### src/rtl/train_pkg.sv
// Shared definitions for the training-loop controller.
// Holds the default parameter widths and the controller state encoding.
package train_pkg;

  localparam int unsigned DEF_LAYER_ADDR_WIDTH = 2;
  localparam int unsigned DEF_LAYER_MAX        = 3;
  localparam int unsigned DEF_SAMPLE_ADDR_SIZE = 10;
  localparam int unsigned DEF_EPOCH_WIDTH      = 8;

  typedef enum logic [2:0] {
    ST_IDLE   = 3'd0,
    ST_LOAD   = 3'd1,
    ST_FP     = 3'd2,
    ST_BP     = 3'd3,
    ST_FINISH = 3'd4
  } state_t;

endpackage

### src/rtl/training_sequencer.sv
// Training-loop controller: walks every epoch, every sample and every layer,
// issuing forward-pass launches (with activation-stack writes) followed by
// backprop launches from the top layer down to layer 1.
//
// Ports:
//   clk, rst          clock, synchronous active-high reset
//   start, abort      run launch (IDLE only) / run cancel (beats all but rst)
//   cfg_layers/samples/epochs   run configuration, latched at start
//   sample_addr, current_layer, epoch   registered loop counters
//   fp_start/fp_valid, bp_start/bp_valid  launch pulses / completion inputs
//   stack_wr_en, stack_wr_addr          combinational stack write port
//   sample_done, busy, done             registered status outputs
module training_sequencer
  import train_pkg::*;
#(
  parameter int unsigned LAYER_ADDR_WIDTH = DEF_LAYER_ADDR_WIDTH,
  parameter int unsigned LAYER_MAX        = DEF_LAYER_MAX,
  parameter int unsigned SAMPLE_ADDR_SIZE = DEF_SAMPLE_ADDR_SIZE,
  parameter int unsigned EPOCH_WIDTH      = DEF_EPOCH_WIDTH
) (
  input  logic                        clk,
  input  logic                        rst,
  input  logic                        start,
  input  logic                        abort,
  input  logic [LAYER_ADDR_WIDTH-1:0] cfg_layers,
  input  logic [SAMPLE_ADDR_SIZE-1:0] cfg_samples,
  input  logic [EPOCH_WIDTH-1:0]      cfg_epochs,
  output logic [SAMPLE_ADDR_SIZE-1:0] sample_addr,
  output logic [LAYER_ADDR_WIDTH-1:0] current_layer,
  output logic [EPOCH_WIDTH-1:0]      epoch,
  output logic                        fp_start,
  input  logic                        fp_valid,
  output logic                        bp_start,
  input  logic                        bp_valid,
  output logic                        stack_wr_en,
  output logic [LAYER_ADDR_WIDTH-1:0] stack_wr_addr,
  output logic                        sample_done,
  output logic                        busy,
  output logic                        done
);

  state_t                      r_state;
  logic [LAYER_ADDR_WIDTH-1:0] r_layers;
  logic [SAMPLE_ADDR_SIZE-1:0] r_samples;
  logic [EPOCH_WIDTH-1:0]      r_epochs;
  logic [SAMPLE_ADDR_SIZE-1:0] r_sample_addr;
  logic [LAYER_ADDR_WIDTH-1:0] r_layer;
  logic [EPOCH_WIDTH-1:0]      r_epoch;
  logic                        r_fp_start;
  logic                        r_bp_start;
  logic                        r_sample_done;
  logic                        r_busy;
  logic                        r_done;
  logic [LAYER_ADDR_WIDTH-1:0] w_layers_clamped;

  always_comb begin
    w_layers_clamped = cfg_layers;
    if (32'(cfg_layers) > LAYER_MAX)
      w_layers_clamped = LAYER_ADDR_WIDTH'(LAYER_MAX);
  end

  always_ff @(posedge clk) begin
    if (rst || abort) begin
      r_state       <= ST_IDLE;
      r_layers      <= '0;
      r_samples     <= '0;
      r_epochs      <= '0;
      r_sample_addr <= '0;
      r_layer       <= '0;
      r_epoch       <= '0;
      r_fp_start    <= 1'b0;
      r_bp_start    <= 1'b0;
      r_sample_done <= 1'b0;
      r_busy        <= 1'b0;
      r_done        <= 1'b0;
    end else begin
      r_fp_start    <= 1'b0;
      r_bp_start    <= 1'b0;
      r_sample_done <= 1'b0;
      r_done        <= 1'b0;
      unique case (r_state)
        ST_IDLE: begin
          if (start) begin
            r_layers  <= w_layers_clamped;
            r_samples <= cfg_samples;
            r_epochs  <= cfg_epochs;
            r_busy    <= 1'b1;
            if (w_layers_clamped == '0 || cfg_samples == '0 || cfg_epochs == '0) begin
              r_state <= ST_FINISH;
            end else begin
              r_sample_addr <= '0;
              r_epoch       <= '0;
              r_layer       <= '0;
              r_state       <= ST_LOAD;
            end
          end
        end
        ST_LOAD: begin
          r_state    <= ST_FP;
          r_fp_start <= 1'b1;
        end
        ST_FP: begin
          if (fp_valid) begin
            if (r_layer == r_layers - LAYER_ADDR_WIDTH'(1)) begin
              r_layer    <= r_layers;
              r_state    <= ST_BP;
              r_bp_start <= 1'b1;
            end else begin
              r_layer    <= r_layer + LAYER_ADDR_WIDTH'(1);
              r_fp_start <= 1'b1;
            end
          end
        end
        ST_BP: begin
          if (bp_valid) begin
            if (r_layer > LAYER_ADDR_WIDTH'(1)) begin
              r_layer    <= r_layer - LAYER_ADDR_WIDTH'(1);
              r_bp_start <= 1'b1;
            end else begin
              r_sample_done <= 1'b1;
              if (r_sample_addr < r_samples - SAMPLE_ADDR_SIZE'(1)) begin
                r_sample_addr <= r_sample_addr + SAMPLE_ADDR_SIZE'(1);
                r_layer       <= '0;
                r_state       <= ST_LOAD;
              end else if (r_epoch < r_epochs - EPOCH_WIDTH'(1)) begin
                r_epoch       <= r_epoch + EPOCH_WIDTH'(1);
                r_sample_addr <= '0;
                r_layer       <= '0;
                r_state       <= ST_LOAD;
              end else begin
                r_state <= ST_FINISH;
                r_done  <= 1'b1;
              end
            end
          end
        end
        ST_FINISH: begin
          // A completed run already raised done on entry; an empty run
          // (zero layers/samples/epochs) raises it on the way out instead.
          r_state <= ST_IDLE;
          r_busy  <= 1'b0;
          r_done  <= ~r_done;
        end
        default: r_state <= ST_IDLE;
      endcase
    end
  end

  assign stack_wr_en   = (r_state == ST_FP) && fp_valid && !abort && !rst;
  assign stack_wr_addr = r_layer + LAYER_ADDR_WIDTH'(1);

  assign sample_addr   = r_sample_addr;
  assign current_layer = r_layer;
  assign epoch         = r_epoch;
  assign fp_start      = r_fp_start;
  assign bp_start      = r_bp_start;
  assign sample_done   = r_sample_done;
  assign busy          = r_busy;
  assign done          = r_done;

endmodule

### config.mk
export PLATFORM = sky130hd
export DESIGN_NAME = training_sequencer
export DESIGN_NICKNAME = d
export VERILOG_FILES = /design/src/rtl/train_pkg.sv /design/src/rtl/training_sequencer.sv
export SDC_FILE = /design/constraint.sdc
export NUM_CORES = 1
export LEC_CHECK = 0
export BUFFER_PORTS_ARGS = -buffer_cell sky130_fd_sc_hd__buf_2
export CAP_MARGIN = 20
export CORE_AREA = 2 2 73 103
export CTS_CLUSTER_SIZE = 12
export DETAILED_ROUTE_END_ITERATION = 7
export DIE_AREA = 0 0 75 105
export SLEW_MARGIN = 20
export SYNTH_ARGS = -nofsm -noshare
export SYNTH_HDL_FRONTEND = slang
export SYNTH_SLANG_ARGS = --single-unit
### constraint.sdc
create_clock -name clk -period 6.95 [get_ports clk]
set_input_delay 0.3475 -clock clk [delete_from_list [all_inputs] [get_ports clk]]
set_output_delay 0.3475 -clock clk [all_outputs]
set_load 0.05 [all_outputs]
==> results of run 1 <==
-- worst max-delay path, stage by stage, from the launching register on --
cell and delay, ns:
dfxtp_1 0.36, nor4_1 0.36, nand2b_1 0.11, or3_1 0.35
nor3_1 0.19, xnor2_1 0.15, ha_1 0.26, a21oi_1 0.17
o21ai_0 0.24, nor3_1 0.81, or2b_1 0.29, a31oi_1 0.15
-- through the flow --
step | utilization | setup WS (ns)
final | 0.5011 | 3.456
after global routing | 0.5011 | 3.145
after CTS | 0.5011 | 3.439
after detailed placement | 0.4780 | 3.455
after global placement | 0.4780 | 3.597
after floorplan | - | 3.870
-- cells by family after synthesis --
family	Yosys count	synth area share
flops	48	0.3238
fa+ha+maj	23	0.09697
mux	2	0.006746
simple gates	167	0.2778
compound gates	99	0.2133
xor+xnor	15	0.04426
buf+inv	27	0.03709
-- cells in the mapped netlist, types with 2 or more instances --
library cell,number
nand2_1,70
dfxtp_1,48
a21oi_1,38
nor2_1,24
ha_1,23
a31oi_1,12
clkbuf_1,12
inv_1,12
nor3_1,12
o21ai_0,12
xnor2_1,10
nand2b_1,9
nand3_1,9
and3_1,8
a211oi_1,7
o22ai_1,7
nor4_1,5
xor2_1,5
nor2b_1,4
a21o_1,3
nor4b_1,3
or3_1,3
or4_1,3
a41oi_1,2
and2_1,2
mux2i_1,2
nand4_1,2
nand4b_1,2
nor3b_1,2
o211a_1,2
o211ai_1,2
o21a_1,2
o31ai_1,2
-- worst max-delay path by stage --
stage | cells after the start | slack (ns) | endpoint
2_1_floorplan | 11 | 3.87 | sample_addr[2]
3_3_place_gp | 11 | 3.60 | sample_addr[2]
3_5_place_dp | 11 | 3.46 | sample_addr[2]
4_1_cts | 11 | 3.44 | sample_addr[2]
5_1_grt | 11 | 3.14 | sample_addr[2]
6_report | 11 | 3.46 | sample_addr[2]
-- per-layer routing --
metal	share of wire	wire, um
met1	0.45	3243
met2	0.50	3598
met3	0.035	250
met4	0.020	143
met5	0	0
-- cell type report --
type | count | area, um2
multi-input cells | 306 | 1897
clock buffers | 5 | 68.82
repair buffers | 54 | 272.8
flip-flops and latches | 48 | 960.9
well taps | 95 | 118.9
fillers | 705 | 3438
inverters | 12 | 45.04
clock inverters | 3 | 90.09
-- power breakdown --
group	total [mW]	internal (mW)	switching [mW]
Combinational	0.0817	0.0339	0.0478
Sequential	0.287	0.280	0.00717
Clock	0.280	0.180	0.100
Total	0.649	0.494	0.155
-- registers in the layout, indices dropped and copies added (netlist names) --
| signal | cells |
|---|---|
| r_state | 3 |
| done | 1 |
| r_layers | 2 |
| sample_done | 1 |
| epoch | 8 |
| r_epochs | 8 |
| busy | 1 |
| fp_start | 1 |
| current_layer | 2 |
| bp_start | 1 |
| sample_addr | 10 |
| r_samples | 10 |
-- cells in the final DEF (no fill, tap or decap), types with 2 or more instances in the layout --
cell	count
xnor2_1	10
o211a_1	2
nor3b_1	2
or3_1	3
xor2_1	5
and3_1	8
and2_1	2
nand3_1	9
buf_2	53
nor3_1	12
nand2_1	70
nor2b_1	4
mux2i_1	2
a41oi_1	2
o22ai_1	7
bufinv_16	3
o211ai_1	2
o21ai_0	12
a31oi_1	12
nor4_1	5
o31ai_1	2
a21oi_1	38
nand4b_1	2
nand2b_1	9
clkbuf_8	5
nand4_1	2
nor2_1	24
a21o_1	3
a211oi_1	7
ha_1	23
dfxtp_1	48
inv_1	12
nor4b_1	3
or4_1	3
o21a_1	2
==> qor.csv, run 1 <==
stage,metric,value,unit
global_routing,grtUsageMet2,0.3152,
yosys,synth_edf_count,0,
global_routing,grt_overflow,0,
min_path,whs_path_depth,3,
cells_and_area,insertedDiodeCount,0,
floorplan,design.core.area,0.006892,mm2
job,cap_violations,0,
yosys,yosysWarnings,0,
yosys,synth.avg_cell_area,7.790,um2
sta,max_slew_margin,0.3835,
route,dr.first_iter.drc_count,103,
global_routing,grt_max_degree,32,
placement,io_buffers,53,
min_path,worstHoldStart,cfg_epochs[7],
yosys,synthTopCellsByArea,"dfxtp_1, ha_1, nand2_1, a21oi_1, nor2_1",
setup_path,cp_max_fo,9,
global_routing,first_global_vias,2663,
cells_and_area,stdcell_count,523,
route,vias_per_cell,5.424,
clock_network,postCtsSetupBuffers,0,
sta,rsz0062_at_grt,no,
route,drc,0,
yosys,ys_seq_elements,48,
setup_path,crit_path_end_kind,flip-flop,
yosys,synthCells,381,
setup_path,ff2ff_path_depth,11,
sta,fmax,286.2,MHz
yosys,ys_seq_area_frac,0.3238,
clock_network,root_buffer,clkbuf_8,
pwr,total_power,0.6488,mW
clock_network,cts-htree-levels,2,
pwr,p_leak,1.512,nW
placement,globalplace.congestion,0.8712,
min_path,hold_class,in -> reg,
sta,worst_pin_slew,0.9176,ns
global_routing,antenna_found_initial,0,
setup_path,r2r_start,r_samples[2],
global_routing,top_usage_layer,met2,
sta,fin_crit_sh,0.5027,
yosys,synth-main-ff-cell,dfxtp_1,
clock_network,cts_resized,0,
cells_and_area,fin_area,0.003453,mm2
floorplan,die_y,105,um
floorplan,die-area,0.007875,mm2
global_routing,grt_use_total,0.1953,
clock_network,clkTransAtPathRegs,0.09,ns
global_routing,grt_pass1_wl,12.34,mm
yosys,async_flop_share,0,
global_routing,use_met3,0.02797,
placement,dp.cells,515,
sta,setup_viol_count_final,0,
yosys,syn_nets,430,
cells_and_area,area_delta_synth_final,16.36,%
min_path,hold_end,r_epochs[7],
sta,hold_viol_final,0,
route,drt_pass1_iterations,4,
yosys,synth_top_area_share,0.3238,
route,num_vias,2837,
floorplan,die_w,75,um
sta,tns,0,ns
yosys,syn-cell-area,0.002968,mm2
clock_network,clock-sinks,48,
sta,fin_crit,3.494,ns
global_routing,met1_usage,0.2586,
setup_path,arrival,3.73,ns
setup_path,critPathLaunchType,flip-flop,
cells_and_area,drive_gt1_frac,0.1612,
placement,dp_hpwl,5.528,mm
route,wl,7.236,mm
cells_and_area,fin_nets,476,
floorplan,rows,36,
clock_network,cts_inserted_buffers,5,
floorplan,io_pins,54,
route,ant_nets,0,
sta,holdWs,0.2795,ns
floorplan,start_util,0.4306,
placement,place_area,0.003294,mm2
setup_path,required,7.19,ns
pwr,irDropWorstVdd,0.0001053,V
yosys,synth_cell_types,55,
yosys,synth_area_leader_cell,dfxtp_1,
route,wl_per_cell,13.84,um
sta,slew_violations,0,
clock_network,holdBufCountCts,0,
setup_path,r2r_end,sample_addr[2],
sta,fin_skew,0.004536,ns
setup_path,worstSetupPathType,reg -> reg,
setup_path,r2r_setup_slack,3.46,ns
setup_path,cp-startpoint,r_samples[2],
outcome,status,finished clean,
clock_network,clk_path_buf_depth,2,
clock_network,worstSkewPairLatency,0.30,ns
clock_network,cts_tree,yes,
pwr,power_density,187.9,mW/mm2
Note: power is estimated with default switching activity, not from simulation.
==> run 2: changes to the inputs <==
==> constraint.sdc (replaced) <==
create_clock -name clk -period 3.5 [get_ports clk]
set_input_delay 0.175 -clock clk [delete_from_list [all_inputs] [get_ports clk]]
set_output_delay 0.175 -clock clk [all_outputs]
set_load 0.05 [all_outputs]
==> qor.csv, run 2 (synthesized netlist as in run 1, its figures left out) <==
stage,metric,value,unit,change
sta,max_slew_margin,0.5341,,+0.1505
min_path,hold_class,in -> reg,,
sta,worst_pin_slew,0.6963,ns,-0.2213 ns
cells_and_area,final_cell_mix,"nand2_1, buf_2, dfxtp_1, a21oi_1, nor2_1",,
route,wl_per_cell,13.93,um,+0.67%
clock_network,cts-htree-levels,2,,unchanged
route,num_vias,2805,,-1.1%
route,drc,0,,unchanged
setup_path,arrival,3.46,ns,-0.27 ns
setup_path,path_delay_family,simple AND/OR/NAND/NOR gates,,
global_routing,first_global_vias,2654,,-0.34%
route,drt_pass1_iterations,4,,unchanged
global_routing,antenna_found_initial,0,,unchanged
setup_path,r2r_end,sample_addr[2],,
route,ant_nets,0,,unchanged
clock_network,worstSkewPairLatency,0.32,ns,+0.02 ns
clock_network,cts_inserted_buffers,5,,unchanged
global_routing,grt_use_total,0.1943,,-0.001029
sta,holdWs,0.08706,ns,-0.1924 ns
placement,globalplace.congestion,0.8090,,-7.1%
sta,fin_skew,0.007419,ns,+0.002884 ns
job,cap_violations,0,,unchanged
placement,place_area,0.003317,mm2,+0.68%
placement,place_ws,0.1228,ns,-3.333 ns
setup_path,r2r_setup_slack,0.30,ns,-3.16 ns
outcome,status,finished clean,,
cells_and_area,insertedDiodeCount,0,,unchanged
placement,dp_hpwl,5.582,mm,+0.97%
clock_network,postCtsSetupBuffers,0,,unchanged
pwr,p_leak,1.490,nW,-1.4%
setup_path,cp_slowest_cell,or3_1,,
clock_network,root_buffer,clkbuf_8,,
cells_and_area,drive_gt1_frac,0.1740,,+0.01280
route,vias_per_cell,5.333,,-1.7%
clock_network,clk_path_buf_depth,2,,unchanged
clock_network,clock-sinks,48,,unchanged
cells_and_area,fillers,708,,+0.43%
clock_network,holdBufCountCts,0,,unchanged
floorplan,start_util,0.4306,,unchanged
setup_path,required,3.76,ns,-3.43 ns
setup_path,critPathMaxStageDelay,0.48,ns,-0.33 ns
cells_and_area,final_util,0.4969,,-0.004175
setup_path,r2r_start,r_samples[2],,
sta,setup_ws,0.2996,ns,-3.156 ns
clock_network,cts_resized,0,,unchanged
floorplan,die-area,0.007875,mm2,unchanged
cells_and_area,final_common_cell,nand2_1,,
floorplan,die_w,75,um,unchanged
setup_path,worstSetupPathType,reg -> reg,,
placement,io_buffers,53,,unchanged
pwr,irDropWorstVdd,0.0002139,V,+100%
sta,fin_crit,3.200,ns,-0.2935 ns
setup_path,cp_max_fo,9,,unchanged
route,dr.first_iter.drc_count,92,,-11%
min_path,whs_path_depth,3,,unchanged
sta,fin_crit_sh,0.9144,,+0.4117
sta,tns,0,ns,unchanged
floorplan,design.core.area,0.006892,mm2,unchanged
floorplan,io_pins,54,,unchanged
global_routing,grt_max_degree,32,,unchanged
floorplan,rows,36,,unchanged
global_routing,grt_overflow,0,,unchanged
sta,fmax,312.5,MHz,+9.2%
setup_path,cp-startpoint,r_samples[2],,
setup_path,cp_common_cell,or3_1,,
cells_and_area,area_delta_synth_final,15.39,%,
setup_path,crit_path_end_kind,flip-flop,,
sta,slew_violations,0,,unchanged
floorplan,die_y,105,um,unchanged
route,wl,7.326,mm,+1.2%
cells_and_area,fin_nets,479,,+0.63%
setup_path,path_buf_inv,0,,unchanged
setup_path,ff2ff_path_depth,11,,unchanged
setup_path,path_cells,nor4_2 -> nand2b_1 -> or3_1 -> nor3_1 -> xnor2_1 -> ha_1 -> nand3_1 -> or3_1 -> a21oi_2 -> o211ai_2 -> a31oi_1,,
pwr,power_density,318.1,mW/mm2,+69%
global_routing,grt_pass1_wl,12.13,mm,-1.7%
sta,hold_viol_final,0,,unchanged
setup_path,critPathLaunchType,flip-flop,,
setup_path,cp.depth,11,,unchanged
cells_and_area,fin_area,0.003425,mm2,-0.83%
setup_path,setup.worst_path.end,sample_addr[2],,
clock_network,cts_tree,yes,,
sta,setup_viol_count_final,0,,unchanged
clock_network,clkTransAtPathRegs,0.10,ns,about the same
run 2: changes by cell type in the layout (fill, tap and decap cells not counted), sizes merged:
cell      previous run  this run
clkinvlp             0         2
buf                 54        57
clkinv               0         1
bufinv               3         0
run 2: how the worst min path moves through the flow:
| stage | slack (ns) | endpoint | from |
|---|---|---|---|
| 5_1_grt | 0.08 | r_epochs[5] | cfg_epochs[5] |
| 2_1_floorplan | 0.31 | r_epochs[7] | cfg_epochs[7] |
| 3_5_place_dp | 0.43 | r_epochs[4] | cfg_epochs[4] |
| 4_1_cts | 0.08 | r_epochs[4] | cfg_epochs[4] |
| 6_report | 0.09 | r_epochs[5] | cfg_epochs[5] |
| 3_3_place_gp | 0.43 | r_epochs[4] | cfg_epochs[4] |
run 2: final cells by class:
cell class	count	area [um2]	area share
tap	95	118.9	0.03471
timing repair buffer	57	295.3	0.08623
multi-input combinational	306	1912	0.5583
sequential	48	960.9	0.2806
clock buffer	5	68.82	0.02010
inverter	12	45.04	0.01315
clock inverter	3	23.77	0.006942
run 2: tightest hold or removal path, cell delays in order:
cell     delay [ns]
buf_2          0.10
nand2_1        0.05
a21oi_1        0.05
run 2: where the power goes:
part,switching (mW),internal (mW),leakage [nW]
sequential,0.0141,0.556,0.388
combinational,0.0945,0.0675,1.06
clock,0.216,0.142,0.0404
run 2: per-layer routing:
| metal | global-route usage | vias to the layer above | wire length [um] |
|---|---|---|---|
| met1 | 0.2393 | 1287 | 3323 |
| met5 | 0 | - | 0 |
| met3 | 0.02893 | 10 | 171 |
| met2 | 0.3327 | 36 | 3697 |
| li1 | - | 1472 | - |
| met4 | 0.06760 | 0 | 133 |
run 2: metrics by stage:
stage          instances  power [mW]
2_1_floorplan        381      0.6986
3_3_place_gp         518      0.7425
3_5_place_dp         518      0.7461
4_1_cts              526       1.099
5_1_grt              526       1.140
6_report             526       1.089
==> run 3: changes to the inputs <==
--- a/config.mk
+++ b/config.mk
@@ -7,10 +7,11 @@
 export LEC_CHECK = 0
 export BUFFER_PORTS_ARGS = -buffer_cell sky130_fd_sc_hd__buf_2
 export CAP_MARGIN = 20
-export CORE_AREA = 2 2 73 103
+export CORE_AREA = 2 2 72 102
 export CTS_CLUSTER_SIZE = 12
 export DETAILED_ROUTE_END_ITERATION = 7
-export DIE_AREA = 0 0 75 105
+export DIE_AREA = 0 0 74 104
+export PLACE_DENSITY = 0.68
 export SLEW_MARGIN = 20
 export SYNTH_ARGS = -nofsm -noshare
 export SYNTH_HDL_FRONTEND = slang
==> constraint.sdc (replaced) <==
create_clock -name clk -period 2.77 [get_ports clk]
set_input_delay 0.1385 -clock clk [delete_from_list [all_inputs] [get_ports clk]]
set_output_delay 0.1385 -clock clk [all_outputs]
set_load 0.05 [all_outputs]
==> qor.csv, run 3 (synthesized netlist as in run 1, its figures left out) <==
stage,metric,value,unit,change
outcome,status,"complete, but fails checks",,
outcome,violations,negative setup slack,,
global_routing,grt_pass1_wl,13.14,mm,+8.3%
setup_path,crit_path_end_kind,flip-flop,,
cells_and_area,fin_nets,505,,+5.4%
global_routing,grt_overflow,0,,unchanged
setup_path,worstSetupPathType,reg -> reg,,
route,met1Wirelength,3.263,mm,-1.8%
min_path,hold_class,in -> reg,,
sta,worst_pin_slew,0.6441,ns,-0.05222 ns
placement,io_buffers,53,,unchanged
floorplan,design.core.area,0.006802,mm2,-1.3%
setup_path,cp_max_fo,5,,-4
sta,slew_violations,0,,unchanged
cells_and_area,insertedDiodeCount,0,,unchanged
route,wl_per_cell,14.23,um,+2.1%
setup_path,cp_common_cell,or3_4,,
cells_and_area,multi_input_area,0.002147,mm2,+12%
global_routing,first_global_vias,2925,,+10%
setup_path,arrival,3.12,ns,-0.34 ns
global_routing,grt_use_total,0.2145,,+0.02026
setup_path,path_buf_inv,0,,unchanged
clock_network,clock-sinks,48,,unchanged
clock_network,clkTransAtPathRegs,0.09,ns,about the same
clock_network,root_buffer,clkbuf_8,,
pwr,combPwrFrac,0.160,,+0.011
sta,fin_crit_sh,1.051,,+0.1365
route,wl_met3,288,um,+68%
pwr,p_sw_frac,0.2426,,-0.05489
route,dr.first_iter.drc_count,191,,+110%
clock_network,cts_tree,yes,,
route,drt_pass1_iterations,4,,unchanged
setup_path,cp_slowest_cell,or3_4,,
clock_network,clk_path_buf_depth,2,,unchanged
floorplan,io_pins,54,,unchanged
setup_path,critPathMaxStageDelay,0.38,ns,-0.10 ns
job,cap_violations,0,,unchanged
sta,rsz0062_at_grt,yes,,
sta,hold_viol_final,0,,unchanged
global_routing,grt_max_degree,32,,unchanged
pwr,total_power,1.685,mW,+55%
sta,setup_viol_count_final,19,,+19
sta,fmax,343.5,MHz,+9.9%
clock_network,cts-htree-levels,2,,unchanged
pwr,irDropWorstVdd,0.0003004,V,+40%
route,ant_nets,0,,unchanged
pwr,p_int,1.276,mW,+67%
route,drc,0,,unchanged
cells_and_area,area_delta_synth_final,33.18,%,
route,num_vias,3038,,+8.3%
floorplan,rows,36,,unchanged
clock_network,worstSkewPairLatency,0.31,ns,about the same
placement,globalplace.congestion,0.8528,,+5.4%
cells_and_area,final-seq-area,964.7,um2,+0.39%
sta,fin_skew,0.003539,ns,-0.003880 ns
route,vias_per_cell,5.504,,+3.2%
floorplan,die-area,0.007696,mm2,-2.3%
cells_and_area,final_util,0.5811,,+0.08421
route,met2_length,4.061,mm,+9.8%
cells_and_area,drive_gt1_frac,0.2888,,+0.1148
sta,fin_crit,2.911,ns,-0.2893 ns
floorplan,start_util,0.4364,,+0.005704
placement,dp_hpwl,5.693,mm,+2.0%
route,top_layer,met4,,
floorplan,die_w,74,um,-1.3%
clock_network,cts_inserted_buffers,5,,unchanged
pwr,switchingPower,0.4087,mW,+26%
cells_and_area,final_common_cell,nand2_1,,
pwr,clkPwrFrac,0.414,,+0.086
sta,setup_ws,-0.1411,ns,-0.4407 ns
setup_path,path_delay_family,simple AND/OR/NAND/NOR gates,,
route,wl,7.853,mm,+7.2%
floorplan,die_y,104,um,-0.95%
setup_path,path_cells,nor4_4 -> nand2b_1 -> or3_4 -> nor3_4 -> xnor2_1 -> ha_1 -> nand3_4 -> or3_4 -> a211oi_4 -> a2111oi_2 -> o211a_1,,
pwr,p_seq_frac,0.426,,-0.097
cells_and_area,fillers,607,,-14%
pwr,p_leak,1.721,nW,+15%
cells_and_area,final_cell_mix,"nand2_1, buf_2, dfxtp_1, a21oi_1, nor2_1",,
setup_path,required,2.98,ns,-0.78 ns
pwr,power_density,426.2,mW/mm2,+34%
setup_path,critPathLaunchType,flip-flop,,
sta,max_slew_margin,0.5706,,+0.03653
global_routing,antenna_found_initial,0,,unchanged
[run 3: cell types whose count changed in the layout (fill, tap and decap cells not counted), sizes merged]
cell | previous run | this run
o211ai | 3 | 4
buf | 57 | 82
clkinv | 1 | 0
clkinvlp | 2 | 0
bufinv | 0 | 3
[run 3: path summary, 6_finish.rpt]
kind	startpoint	to	slack, ns	depth (start not counted)
worst max-delay path	r_samples[5]	current_layer[0]	-0.14	11
worst min-delay path	cfg_epochs[5]	r_epochs[5]	0.06	3
worst max register to register	r_samples[5]	current_layer[0]	-0.14	11
worst min register to register	r_samples[9]	r_samples[9]	0.47	2
[run 3: layout make-up]
cell class	instances	area share
sequential	48	0.2441
inverter	12	0.01140
tap	95	0.03007
timing repair buffer	82	0.1311
multi-input combinational	307	0.5432
clock inverter	3	0.02279
clock buffer	5	0.01741
[run 3: worst min-delay path: stages]
cell,delay [ns]
buf_2,0.11
nand2_1,0.05
a21oi_1,0.05
[run 3: what timing repair did]
item                                    CTS  global route
cloned                                    1             0
endpoints found under the setup margin   20            23
hold buffers                              0             0
pin swaps                                14            12
buffers inserted                          6             3
resized for setup                        32             9
[run 3: power by group through the flow]
stage	clock network [mW]	logic, mW	registers (mW)
4_1_cts	0.711	0.266	0.717
3_3_place_gp	0	0.227	0.731
3_5_place_dp	0	0.231	0.731
5_1_grt	0.735	0.300	0.720
2_1_floorplan	0	0.160	0.734
6_report	0.698	0.270	0.717
[run 3: routing by layer]
metal	GRT usage	vias to the layer above
met2	0.3527	69
li1	-	1531
met5	0	-
met1	0.2532	1421
met3	0.04457	17
met4	0.1156	0
[run 3: stage by stage]
stage	instances	TNS, ns	worst slack, ns	cell area, um2	hold WS (ns)
after floorplan	381	0	0.04396	3048	0.2745
after CTS	549	-0.7695	-0.1257	3887	0.04664
after global routing	552	-4.989	-0.3008	3953	0.05843
final	552	-1.120	-0.1411	3953	0.06101
after global placement	534	-0.3202	-0.05476	3517	0.3954
after detailed placement	534	-1.517	-0.1209	3517	0.3973
